`config.mk`:
```
export PLATFORM = sky130hd
export DESIGN_NAME = vc_round_robin_arbiter
export DESIGN_NICKNAME = d
export VERILOG_FILES = /design/src/rtl/vc_round_robin_arbiter.sv
export SDC_FILE = /design/constraint.sdc
export NUM_CORES = 1
export LEC_CHECK = 0
export ABC_AREA = 1
export CAP_MARGIN = 20
export CORE_MARGIN = 3
export CORE_UTILIZATION = 30
export DETAILED_ROUTE_END_ITERATION = 16
export SYNTH_ARGS = -nofsm -noshare
export SYNTH_HDL_FRONTEND = slang
export SYNTH_SLANG_ARGS = --single-unit
```
`constraint.sdc`:
```
create_clock -name clk -period 2.52 [get_ports clk]
set_input_delay 0.504 -clock clk [delete_from_list [all_inputs] [get_ports clk]]
set_output_delay 0.504 -clock clk [all_outputs]
set_load 0.005 [all_outputs]
```
`src/rtl/vc_round_robin_arbiter.sv`:
```
// Two-VC (even/odd) round-robin flit arbiter: each VC grants one requester,
// buffers its flit, and sends it on cycles where polarity selects that VC.
module vc_rr_fsm #(
    parameter int unsigned NREQ = 3,
    parameter bit          VC   = 1'b0
) (
    input  logic            clk,
    input  logic            rst,
    input  logic            polarity,
    input  logic            ready_in,
    input  logic [NREQ-1:0] req,
    output logic [NREQ-1:0] gnt,
    output logic [1:0]      sel,
    output logic            load,
    output logic            busy,
    output logic            snd
);
    typedef enum logic [3:0] {
        IDLE  = 4'b0001,
        GRANT = 4'b0010,
        FULL  = 4'b0100,
        SEND  = 4'b1000
    } state_t;

    state_t     state;
    logic [1:0] ptr;
    logic [1:0] win;
    logic [1:0] ptr_next;
    logic [1:0] pick_idle;
    logic [1:0] pick_send;
    logic       any_req;
    logic       go;

    // First set request at or above p, wrapping at NREQ-1.
    function automatic logic [1:0] pick(input logic [NREQ-1:0] r, input logic [1:0] p);
        logic [1:0]  w;
        logic        found;
        int unsigned idx;
        w     = '0;
        found = 1'b0;
        for (int unsigned k = 0; k < NREQ; k++) begin
            idx = (32'(p) + k) % NREQ;
            if (!found && (((r >> idx) & NREQ'(1)) != '0)) begin
                w     = 2'(idx);
                found = 1'b1;
            end
        end
        return w;
    endfunction

    assign any_req   = |req;
    assign go        = ready_in && (polarity == VC);
    assign ptr_next  = (win == 2'(NREQ - 1)) ? 2'b00 : 2'(win + 2'b01);
    assign pick_idle = pick(req, ptr);
    assign pick_send = pick(req, ptr_next);

    // Outputs are registered alongside the state so they track it exactly.
    always_ff @(posedge clk or negedge rst) begin
        if (!rst) begin
            state <= IDLE;
            ptr   <= '0;
            win   <= '0;
            gnt   <= '0;
            sel   <= '0;
            load  <= 1'b0;
            busy  <= 1'b0;
            snd   <= 1'b0;
        end else begin
            gnt  <= '0;
            load <= 1'b0;
            busy <= 1'b0;
            snd  <= 1'b0;
            case (state)
                IDLE: begin
                    sel <= '0;
                    if (any_req) begin
                        state <= GRANT;
                        win   <= pick_idle;
                        sel   <= pick_idle;
                        gnt   <= NREQ'(1) << pick_idle;
                        load  <= 1'b1;
                    end
                end
                GRANT: begin
                    state <= FULL;
                    busy  <= 1'b1;
                end
                FULL: begin
                    busy <= 1'b1;
                    if (go) begin
                        state <= SEND;
                        snd   <= 1'b1;
                    end
                end
                SEND: begin
                    ptr <= ptr_next;
                    if (any_req) begin
                        state <= GRANT;
                        win   <= pick_send;
                        sel   <= pick_send;
                        gnt   <= NREQ'(1) << pick_send;
                        load  <= 1'b1;
                    end else begin
                        state <= IDLE;
                        sel   <= '0;
                    end
                end
                default: begin
                    state <= IDLE;
                    sel   <= '0;
                end
            endcase
        end
    end
endmodule

module vc_round_robin_arbiter #(
    parameter int unsigned NREQ = 3
) (
    input  logic            clk,
    input  logic            rst,
    input  logic            polarity,
    input  logic            ready_in,
    input  logic [NREQ-1:0] req_even,
    input  logic [NREQ-1:0] req_odd,
    output logic [NREQ-1:0] gnt_even,
    output logic [NREQ-1:0] gnt_odd,
    output logic [1:0]      sel_even,
    output logic [1:0]      sel_odd,
    output logic            load_even,
    output logic            load_odd,
    output logic            busy_even,
    output logic            busy_odd,
    output logic            send,
    output logic            send_vc
);
    logic snd_even;
    logic snd_odd;

    vc_rr_fsm #(.NREQ(NREQ), .VC(1'b0)) u_even (
        .clk      (clk),
        .rst      (rst),
        .polarity (polarity),
        .ready_in (ready_in),
        .req      (req_even),
        .gnt      (gnt_even),
        .sel      (sel_even),
        .load     (load_even),
        .busy     (busy_even),
        .snd      (snd_even)
    );

    vc_rr_fsm #(.NREQ(NREQ), .VC(1'b1)) u_odd (
        .clk      (clk),
        .rst      (rst),
        .polarity (polarity),
        .ready_in (ready_in),
        .req      (req_odd),
        .gnt      (gnt_odd),
        .sel      (sel_odd),
        .load     (load_odd),
        .busy     (busy_odd),
        .snd      (snd_odd)
    );

    // Polarity keeps the two SEND states apart, so the odd flag alone names the VC.
    assign send    = snd_even | snd_odd;
    assign send_vc = snd_odd;
endmodule

```
==> impl_metrics.yaml, run 1 <==
status:
  status: "completed"
synth:
  yosys_warnings: 0
  synthesis.nets: 363
  ys_seq_elements: 32
  avgSynthCellArea_um2: 7.16
  seq_area_frac_synth_pct: 34.2
  synth_cells: 328
  synth_cell_types: 24
  synth_area_mm2: 0.00235
drt:
  wl_per_cell_um: 11.1
  drt-initial-drc-count: 180
  ant_nets: 0
  drc: 0
  via_count: 2139
  vias_per_cell: 4.61
  dr.pass1.iters: 4
  routed_wl_mm: 5.13
grt:
  grt.overflow.total: 0
  grt_pass1_vias: 2006
  grt_use_total_pct: 12.6
  grt_max_degree: 33
  grt_pass1_wl_mm: 9.11
  antenna_found_initial: 0
sta:
  fin_hold_ws_ns: 0.505
  slew_violations: 0
  rsz0062_at_grt: "no"
  setup_viol: 0
  hold_viol_final: 0
  max-slew-margin-rel_pct: 54.9
  fin_crit_sh_pct: 90.2
  period_minus_slack_ns: 2.27
  worst_slack_ns: 0.247
  max_freq_mhz: 440
  tightest_slew_ns: 0.672
  finalSetupTns_ns: 0
  skew_ns: 0.00859
clock_network:
  cts_buffers: 5
  cts_setup_buffers: 0
  cts_root_buf: "clkbuf_8"
  clock_latency_ns: 0.27
  cts.htree.levels: 2
  cts_tree: "yes"
  clock_sinks: 32
  clkSlewWorstSetupHoldPaths_ns: 0.07
  clockBufferDepth: 2
worst_setup_path:
  reg2reg_to: "u_even.sel[1]"
  reg2reg_depth: 11
  cp.arrival_ns: 2.42
  r2r_slack_ns: 0.25
  path_class: "flip-flop to flip-flop"
  path_common_cell: "nand3_1"
  cp_slowest_stage_delay_ns: 0.44
  reg2reg_from: "u_even.ptr[1]"
  crit_path_cell_trace: "inv_1 -> ha_1 -> inv_1 -> nand3_1 -> ha_1 -> o21bai_1 -> nand2_1 -> nand3_1 -> nand3_1 -> nand2_1 -> nand3_1"
  cp_top_family: "adder cells"
  cp.required_ns: 2.67
  cp-start-kind: "flip-flop"
  cp-end-kind: "flip-flop"
  crit_buf_inv: 2
  slowest_stage: "dfrtp_1"
  crit_fanout: 6
cells_and_area:
  layout_commonest_cell: "nand2_1"
  area_delta_synth_final_pct: 22.0
  layout_common_cells: "86 x nand2_1, 49 x inv_1, 45 x nand3_1"
  antenna_cells: 0
  drive_above_1_share_pct: 10.4
  final_nets: 399
placed_design:
  preCtsSetupSlack_ns: 0.181
  portBuffers: 25
  hpwl_mm: 4.05
  routabilityCongestion: 0.815
floorplanning:
  core_mm2: 0.00741
  initial_core_util_pct: 31.7
  die_w_um: 94.5
  rows: 31
  io-pin-count: 26
  fp.dieH_um: 94.5
  die_area_mm2: 0.00893
pwr:
  p_leak_nw: 1.49
  irDropWorstVdd_mv: 0.325
  p_total_mw: 2.87
  power_density_mw_per_mm2: 1000
worst_hold_path:
  hold_path_end: "u_odd.sel[0]"
  min_path_cells: 2
  hp-class: "flip-flop to flip-flop"
  min-delay-start: "u_odd.sel[0]"
job:
  cap_violations: 0
worst register-to-register path, cell delays in order (launching register included):
cell and delay, ns:
dfrtp_1 0.44, inv_1 0.12, ha_1 0.32, inv_1 0.14, nand3_1 0.09, ha_1 0.30
o21bai_1 0.23, nand2_1 0.10, nand3_1 0.09, nand3_1 0.12, nand2_1 0.13, nand3_1 0.08
Yosys cell counts (all sizes together):
master  count  share of area (%)
o311ai      1               0.37
ha         25                 13
o21ai      23                5.2
nand2      91                 15
dfrtp      30                 32
nor4        3                1.4
nand3      46                 10
o21bai      1               0.32
nand4       4                1.1
dfstp       2                2.2
inv        53                8.5
or2         1               0.27
o211ai      2               0.85
nor2       39                7.9
nor3        7                1.5
how the worst max path moves through the flow:
stage,end,depth (start not counted),slack [ns],startpoint
floorplan,u_odd.sel[0],13,0.47,u_odd.ptr[0]
global placement,u_odd.sel[1],13,0.22,u_odd.ptr[1]
detailed placement,u_odd.win[0],13,0.18,u_odd.ptr[1]
CTS,u_odd.win[1],13,0.17,u_odd.ptr[1]
global route,u_odd.sel[0],13,0.008,u_odd.ptr[0]
finish,u_even.sel[1],11,0.25,u_even.ptr[1]
layout make-up:
cell class | instances | area [um^2]
fill | 763 | 4540
multi-input combinational | 243 | 1350
sequential | 32 | 805
timing repair buffer | 29 | 280
inverter | 53 | 199
tap | 99 | 124
clock buffer | 6 | 72.6
clock inverter | 2 | 35.0
repair_timing:
| action | in CTS | in global routing |
|---|---|---|
| hold buffers | 0 | 0 |
| endpoints found under the setup margin | 0 | 7 |
| resized for setup | 0 | 3 |
metal layers:
layer,routed length (um),part of all wire (%),track usage [%],vias up
met5,0,0,0,-
met4,0,0,1.08,0
met3,223,4.3,3.43,0
met2,2310,45,20.2,43
met1,2610,51,17.5,979
li1,-,-,-,1117
registers in the layout, summed over array words and instances, names as in the netlist, 2 cells and up:
signal / count
u_even.ptr: 2
u_even.state: 4
u_odd.state: 4
u_even.win: 2
u_odd.win: 2
u_odd.sel: 2
u_even.gnt: 3
u_even.sel: 2
u_odd.gnt: 3
u_odd.ptr: 2
metrics by stage:
| stage | utilization (%) | instance area (um^2) | instances |
|---|---|---|---|
| finish | 38.7 | 2870 | 464 |
| global route | 38.7 | 2870 | 464 |
| CTS | 38.6 | 2860 | 464 |
| detailed placement | 37.2 | 2750 | 456 |
| global placement | 37.2 | 2750 | 456 |
| floorplan | - | 2350 | 328 |
cell families after synthesis:
family                   count (synthesis)  synth area share (%)
AO/OA/AOI/OAI                           27                  6.76
AND/OR/NAND/NOR                        191                  37.3
adder cells (fa/ha/maj)                 25                  13.3
flip-flops                              32                  34.2
buffers and inverters                   53                  8.47
power breakdown:
group	total, mW	switching, mW	internal, mW	leakage [nW]
registers	0.843	0.145	0.698	0.423
clock network	0.483	0.189	0.293	0.0552
logic	1.54	0.939	0.602	1.01
total	2.87	1.27	1.59	1.49
(Power assumes the default switching activity.)
==> run 2, diff against run 1 <==
--- a/config.mk
+++ b/config.mk
@@ -12,4 +12,5 @@
 export DETAILED_ROUTE_END_ITERATION = 16
 export SYNTH_ARGS = -nofsm -noshare
 export SYNTH_HDL_FRONTEND = slang
+export SYNTH_HIERARCHICAL = 1
 export SYNTH_SLANG_ARGS = --single-unit
==> run 2 against run 1 <==
Compared with the run above:
- clock power is 2% lower
- synthesized cell count is 5.8% higher
- utilization is 1.6 points lower
- clock skew is 0.0041 ns lower
- sequential power is 0.6% higher
- wire length is 2.3% higher
- synthesized area is 8.7% higher
- critical endpoint is now u_odd/sel[1]
==> impl_metrics.yaml, run 2 <==
status:
  status: "completed"
worst_hold_path:
  min-delay-start: "u_even/sel[1]"
  min_path_cells: 2
  hp-class: "flip-flop to flip-flop"
sta:
  period_minus_slack_ns: 2.30
  tightest_slew_ns: 0.493
  max_freq_mhz: 434
  skew_ns: 0.00454
  fin_crit_sh_pct: 91.4
  rsz0062_at_grt: "no"
  finalSetupTns_ns: 0
  setup_viol: 0
  max-slew-margin-rel_pct: 66.9
  slew_violations: 0
  hold_viol_final: 0
drt:
  ant_nets: 0
  routed_wl_mm: 5.25
  met1_length_mm: 2.32
  wl_per_cell_um: 10.8
  dr.pass1.iters: 4
  top_layer: "met4"
  via_count: 2251
  drt-initial-drc-count: 93
  wl_met3_um: 157
  drc: 0
  wl_met2_mm: 2.75
  vias_per_cell: 4.62
floorplanning:
  io-pin-count: 26
  rows: 33
  fp.dieH_um: 98.3
  core_mm2: 0.00826
  die_area_mm2: 0.00966
  initial_core_util_pct: 30.9
  die_w_um: 98.3
cells_and_area:
  final_nets: 418
  layout_commonest_cell: "nand2_1"
  drive_above_1_share_pct: 15.2
  fin_area_mm2: 0.00306
  top_regs: "u_even/state x4, u_odd/state x4"
  area_delta_synth_final_pct: 19.9
  antenna_cells: 0
  layout_common_cells: "85 x nand2_1, 51 x inv_1, 44 x nand3_1"
  num-fill-cells: 887
placed_design:
  place_area_mm2: 0.00294
  portBuffers: 25
  routabilityCongestion: 0.819
  hpwl_mm: 4.20
grt:
  antenna_found_initial: 0
  grt.overflow.total: 0
  grt_pass1_vias: 2295
  grt_use_total_pct: 12.2
  grt_max_degree: 33
  grt_pass1_wl_mm: 10.1
clock_network:
  clock_sinks: 32
  cts_tree: "yes"
  clockBufferDepth: 2
  clkSlewWorstSetupHoldPaths_ns: 0.07
  clock_latency_ns: 0.27
  cts_buffers: 5
  cts_root_buf: "clkbuf_8"
  cts.htree.levels: 2
job:
  cap_violations: 0
synth:
  ys_seq_elements: 32
  synth_cell_types: 29
  synth_top_area_share_pct: 29.4
  ys_top_cells_by_area: "dfrtp_1 29%, ha_1 13%, nand2_1 12%"
  synth_cells: 347
  synth_area_leader_cell: "dfrtp_1"
  synth-edff-count: 0
  seq_area_frac_synth_pct: 31.5
  synth_area_mm2: 0.00255
  yosys_warnings: 6
  ys_async_sr_fraction_pct: 100
  ys_top_cells_by_count: "85 x nand2_1, 51 x inv_1, 44 x nand3_1"
  yosysMostFrequentCell: "nand2_1"
  synth_ff_type: "dfrtp_1"
  synthesis.nets: 384
  avgSynthCellArea_um2: 7.36
worst_setup_path:
  cp-startpoint: "u_odd/win[1]"
  reg2reg_depth: 10
  reg2reg_from: "u_odd/win[1]"
  cp-end-kind: "flip-flop"
  path_class: "flip-flop to flip-flop"
  cp.required_ns: 2.67
  cp.arrival_ns: 2.45
  cp-start-kind: "flip-flop"
  crit_fanout: 8
pwr:
  power_density_mw_per_mm2: 997
  p_leak_nw: 1.57
  p_total_mw: 3.05
  irDropWorstVdd_mv: 0.539
## run 2: through the flow
stage / hold slack (ns) / setup slack [ns] / cells / util (%)
2_1_floorplan: 0.208 / 0.465 / 347 / -
3_3_place_gp: 0.500 / 0.142 / 479 / 35.7
3_5_place_dp: 0.495 / 0.0845 / 479 / 35.7
4_1_cts: 0.515 / 0.0738 / 487 / 37.0
5_1_grt: 0.554 / 0.0190 / 487 / 37.1
6_report: 0.506 / 0.216 / 487 / 37.1
## run 2: kinds of logic (layout without fill, tap and decap cells)
| kind of cell | count (synthesis) | count (layout) | share of synthesized area (%) |
|---|---|---|---|
| buf+inv | 59 | 94 | 9.06 |
| flops | 32 | 32 | 31.5 |
| fa+ha+maj | 27 | 27 | 13.2 |
| compound gates | 23 | 23 | 5.78 |
| simple gates | 206 | 206 | 40.5 |
## run 2: metal layers
layer / GRT usage [%] / up-vias
met3: 1.86 / 2
met1: 14.6 / 1048
met2: 22.9 / 32
li1: - / 1169
met4: 2.52 / 0
met5: 0 / -
## run 2: cell type report
cell class,instances,area [um^2],share of cell area (%)
flip-flops and latches,32,807,26.3
clock inverters,2,35.0,1.14
multi-input cells,256,1530,49.8
clock buffers,6,72.6,2.37
repair buffers,28,273,8.91
inverters,58,218,7.11
well taps,105,131,4.29
## run 2: path summary, 6_finish.rpt
path / to / slack [ns]
worst min register to register: u_even/sel[1] / 0.51
worst max register to register: u_odd/sel[1] / 0.22
worst max-delay path: u_odd/sel[1] / 0.22
worst min-delay path: u_even/sel[1] / 0.51
max in group asynchronous: u_even/state[0] / 1.56
min in group asynchronous: u_odd/gnt[2] / 0.62
## run 2: critical path, stage by stage, from the launching register on
cell and delay (ns):
dfrtp_1 0.49, nor2_4 0.24, inv_2 0.10, ha_1 0.48, o21bai_1 0.12, nor2_1 0.24, nand2_2 0.10, nand2_4 0.09
nor3_4 0.04, o21ai_2 0.16, nand3_1 0.10
## run 2: timing repair
item	in CTS	in global routing
setup endpoints to repair	0	11
gates resized for setup	0	5
hold endpoints to repair	0	0
buffers inserted	0	0
hold buffers	0	0
## run 2: power breakdown
part | switching [mW] | total, mW | internal (mW)
clock | 0.178 | 0.471 | 0.293
sequential | 0.148 | 0.848 | 0.701
combinational | 1.05 | 1.74 | 0.687
==> variant: new RTL, settings of run 2 <==
Reset style: synchronous (`rst`), changed in one clocked block.
--- a/src/rtl/vc_round_robin_arbiter.sv
+++ b/src/rtl/vc_round_robin_arbiter.sv
@@ -57,3 +57,3 @@
     // Outputs are registered alongside the state so they track it exactly.
-    always_ff @(posedge clk or negedge rst) begin
+    always_ff @(posedge clk) begin
         if (!rst) begin
Formal check against the unedited RTL: differs if rst is asserted again (counterexample within 4 cycles, from zero or initial values and one cycle with rst low); with rst held inactive, the same outputs for 4 cycles.
==> variant against run 2 <==
Via count grew 3.2%. Die area down 5.1%. First-iteration DRC count is 37% lower. Critical endpoint is now u_odd/sel[1]. Critical path depth grew 5. Final area decreased by 5.7%. Sequential cell count unchanged. Setup slack improved by 0.068 ns. Area after synthesis shrank 5.4%. Worst hold slack got worse by 0.056 ns. Non-clock buffer count is 1 lower. Wire length is 0.21% lower.
Power is not compared: it rests on default switching activity, and its combinational part moved more than twofold at a synthesized area within 25%.
==> variant: results (changes against run 2) <==
- Ys async rst share: 0% (-100 points)
- WHS: 0.4498 ns (-0.05642 ns)
- Layout cell share with drive strength beyond 1: 12.63% (-2.6 points)
- Worst hold stages: 2 (unchanged)
- Max Root-Sink Buffers: 2 (unchanged)
- Reg2reg path depth: 15 (+5)
- R2r setup slk: 0.28 ns (+0.07 ns)
- Syn_nets: 400 (+4.2%)
- Tot GR Track Use: 12.33% (+0.17 points)
- GP Congestion: 0.8738 (+6.7%)
- Largest net degree at the start of global routing: 11 (-67%)
- Worst Tran Pin Value: 0.4277 ns (-0.06512 ns)
- Compound-gate portion of the synthesized area: 7.716% (+1.9 points)
- Worst EP arrival: 2.41 ns (-0.04 ns)
- Total wire length: 5239 um (-0.21%)
- Reg2reg start: u_odd/ptr[0]
- Worst Hold Launch: u_odd/sel[0]
- Min-Delay Endpoint: u_odd/sel[0]
- Clk_skew: 0.006385 ns (+0.001846 ns)
- Status: finished, final reports clean
- Post-synthesis adder-cell area fraction: 13.98% (+0.75 points)
- Met2 usage: 21.48% (-1.4 points)
- Clk_lat worst skew: 0.28 ns
- Pleak: 1.419 nW
- GR Layer Usage met3: 2.737% (+0.88 points)
- Number of global-route vias before repair: 2167 (-5.6%)
- Critical Path Fanout Max: 6 (-2)
- Area contributors post-synth: dfxtp_1, ha_1, nand2_1
- FF-to-FF End: u_odd/sel[1]
- Met1 usage: 15.06% (+0.48 points)
- Buffers on Ports: 25 (unchanged)
- CTS Root Cell: clkbuf_8
- Post-synthesis sequential area ratio: 26.51% (-4.9 points)
- First-pass GRT wire length: 9170 um (-8.8%)
- Via count: 2323 (+3.2%)
- DR pass1 iterations: 4 (unchanged)
- Nets: 433 (+3.6%)
- Hold Path Class: reg2reg
- Post-synth top cells: nand2_1, inv_1, nor2_1, dfxtp_1, nand3_1
- DP Area: 2789 um^2 (-5.3%)
- Iteration-0 DRC Markers: 59 (-37%)
- Hpwl dp: 4221 um (+0.60%)
## variant: where the power goes
part | switching [mW] | leakage [nW] | internal [mW] | total, mW
Combinational | 0.328 | 1.11 | 0.203 | 0.531
Clock | 0.178 | 0.0503 | 0.243 | 0.421
Sequential | 0.0339 | 0.263 | 0.545 | 0.579
Total | 0.540 | 1.42 | 0.991 | 1.53
## variant: kinds of logic (layout without fill, tap and decap cells)
logic type | after synthesis | count (layout)
simple gates | 203 | 203
buf+inv | 67 | 100
compound gates | 34 | 34
flops | 32 | 32
fa+ha+maj | 27 | 27
## variant: worst max-delay path, cell delays in order, from the launching register on
cell and delay [ns]:
dfxtp_2 0.38, inv_1 0.11, ha_1 0.37, inv_2 0.11, nand3_1 0.08, ha_1 0.29
nor2_1 0.08, nand3_1 0.08, nand2_1 0.11, nand2_1 0.08, nand3_1 0.09, nand3_1 0.10
nand2_1 0.10, nand2_1 0.06, nand2_1 0.08, nand2_1 0.05
## variant: metal layers
layer / vias up / wire length [um]
li1: 1219 / -
met1: 1048 / 2395
met5: - / 0
met4: 0 / 81
met3: 9 / 220
met2: 47 / 2542
## variant: per-stage QoR
| stage | worst slack [ns] | utilization, % | instances |
|---|---|---|---|
| 2_1_floorplan | 0.4343 | - | 363 |
| 3_3_place_gp | 0.1760 | 35.91 | 491 |
| 3_5_place_dp | 0.1453 | 35.91 | 491 |
| 4_1_cts | 0.1288 | 37.15 | 498 |
| 5_1_grt | 0.01185 | 37.19 | 498 |
| 6_report | 0.2834 | 37.19 | 498 |
## variant: cell type report
class	instances	area (um^2)
clock buffer	7	96.34
fill	862	4878
inverter	66	247.7
multi-input combinational	264	1508
sequential	32	644.4
tap	102	127.6
timing repair buffer	27	265.3
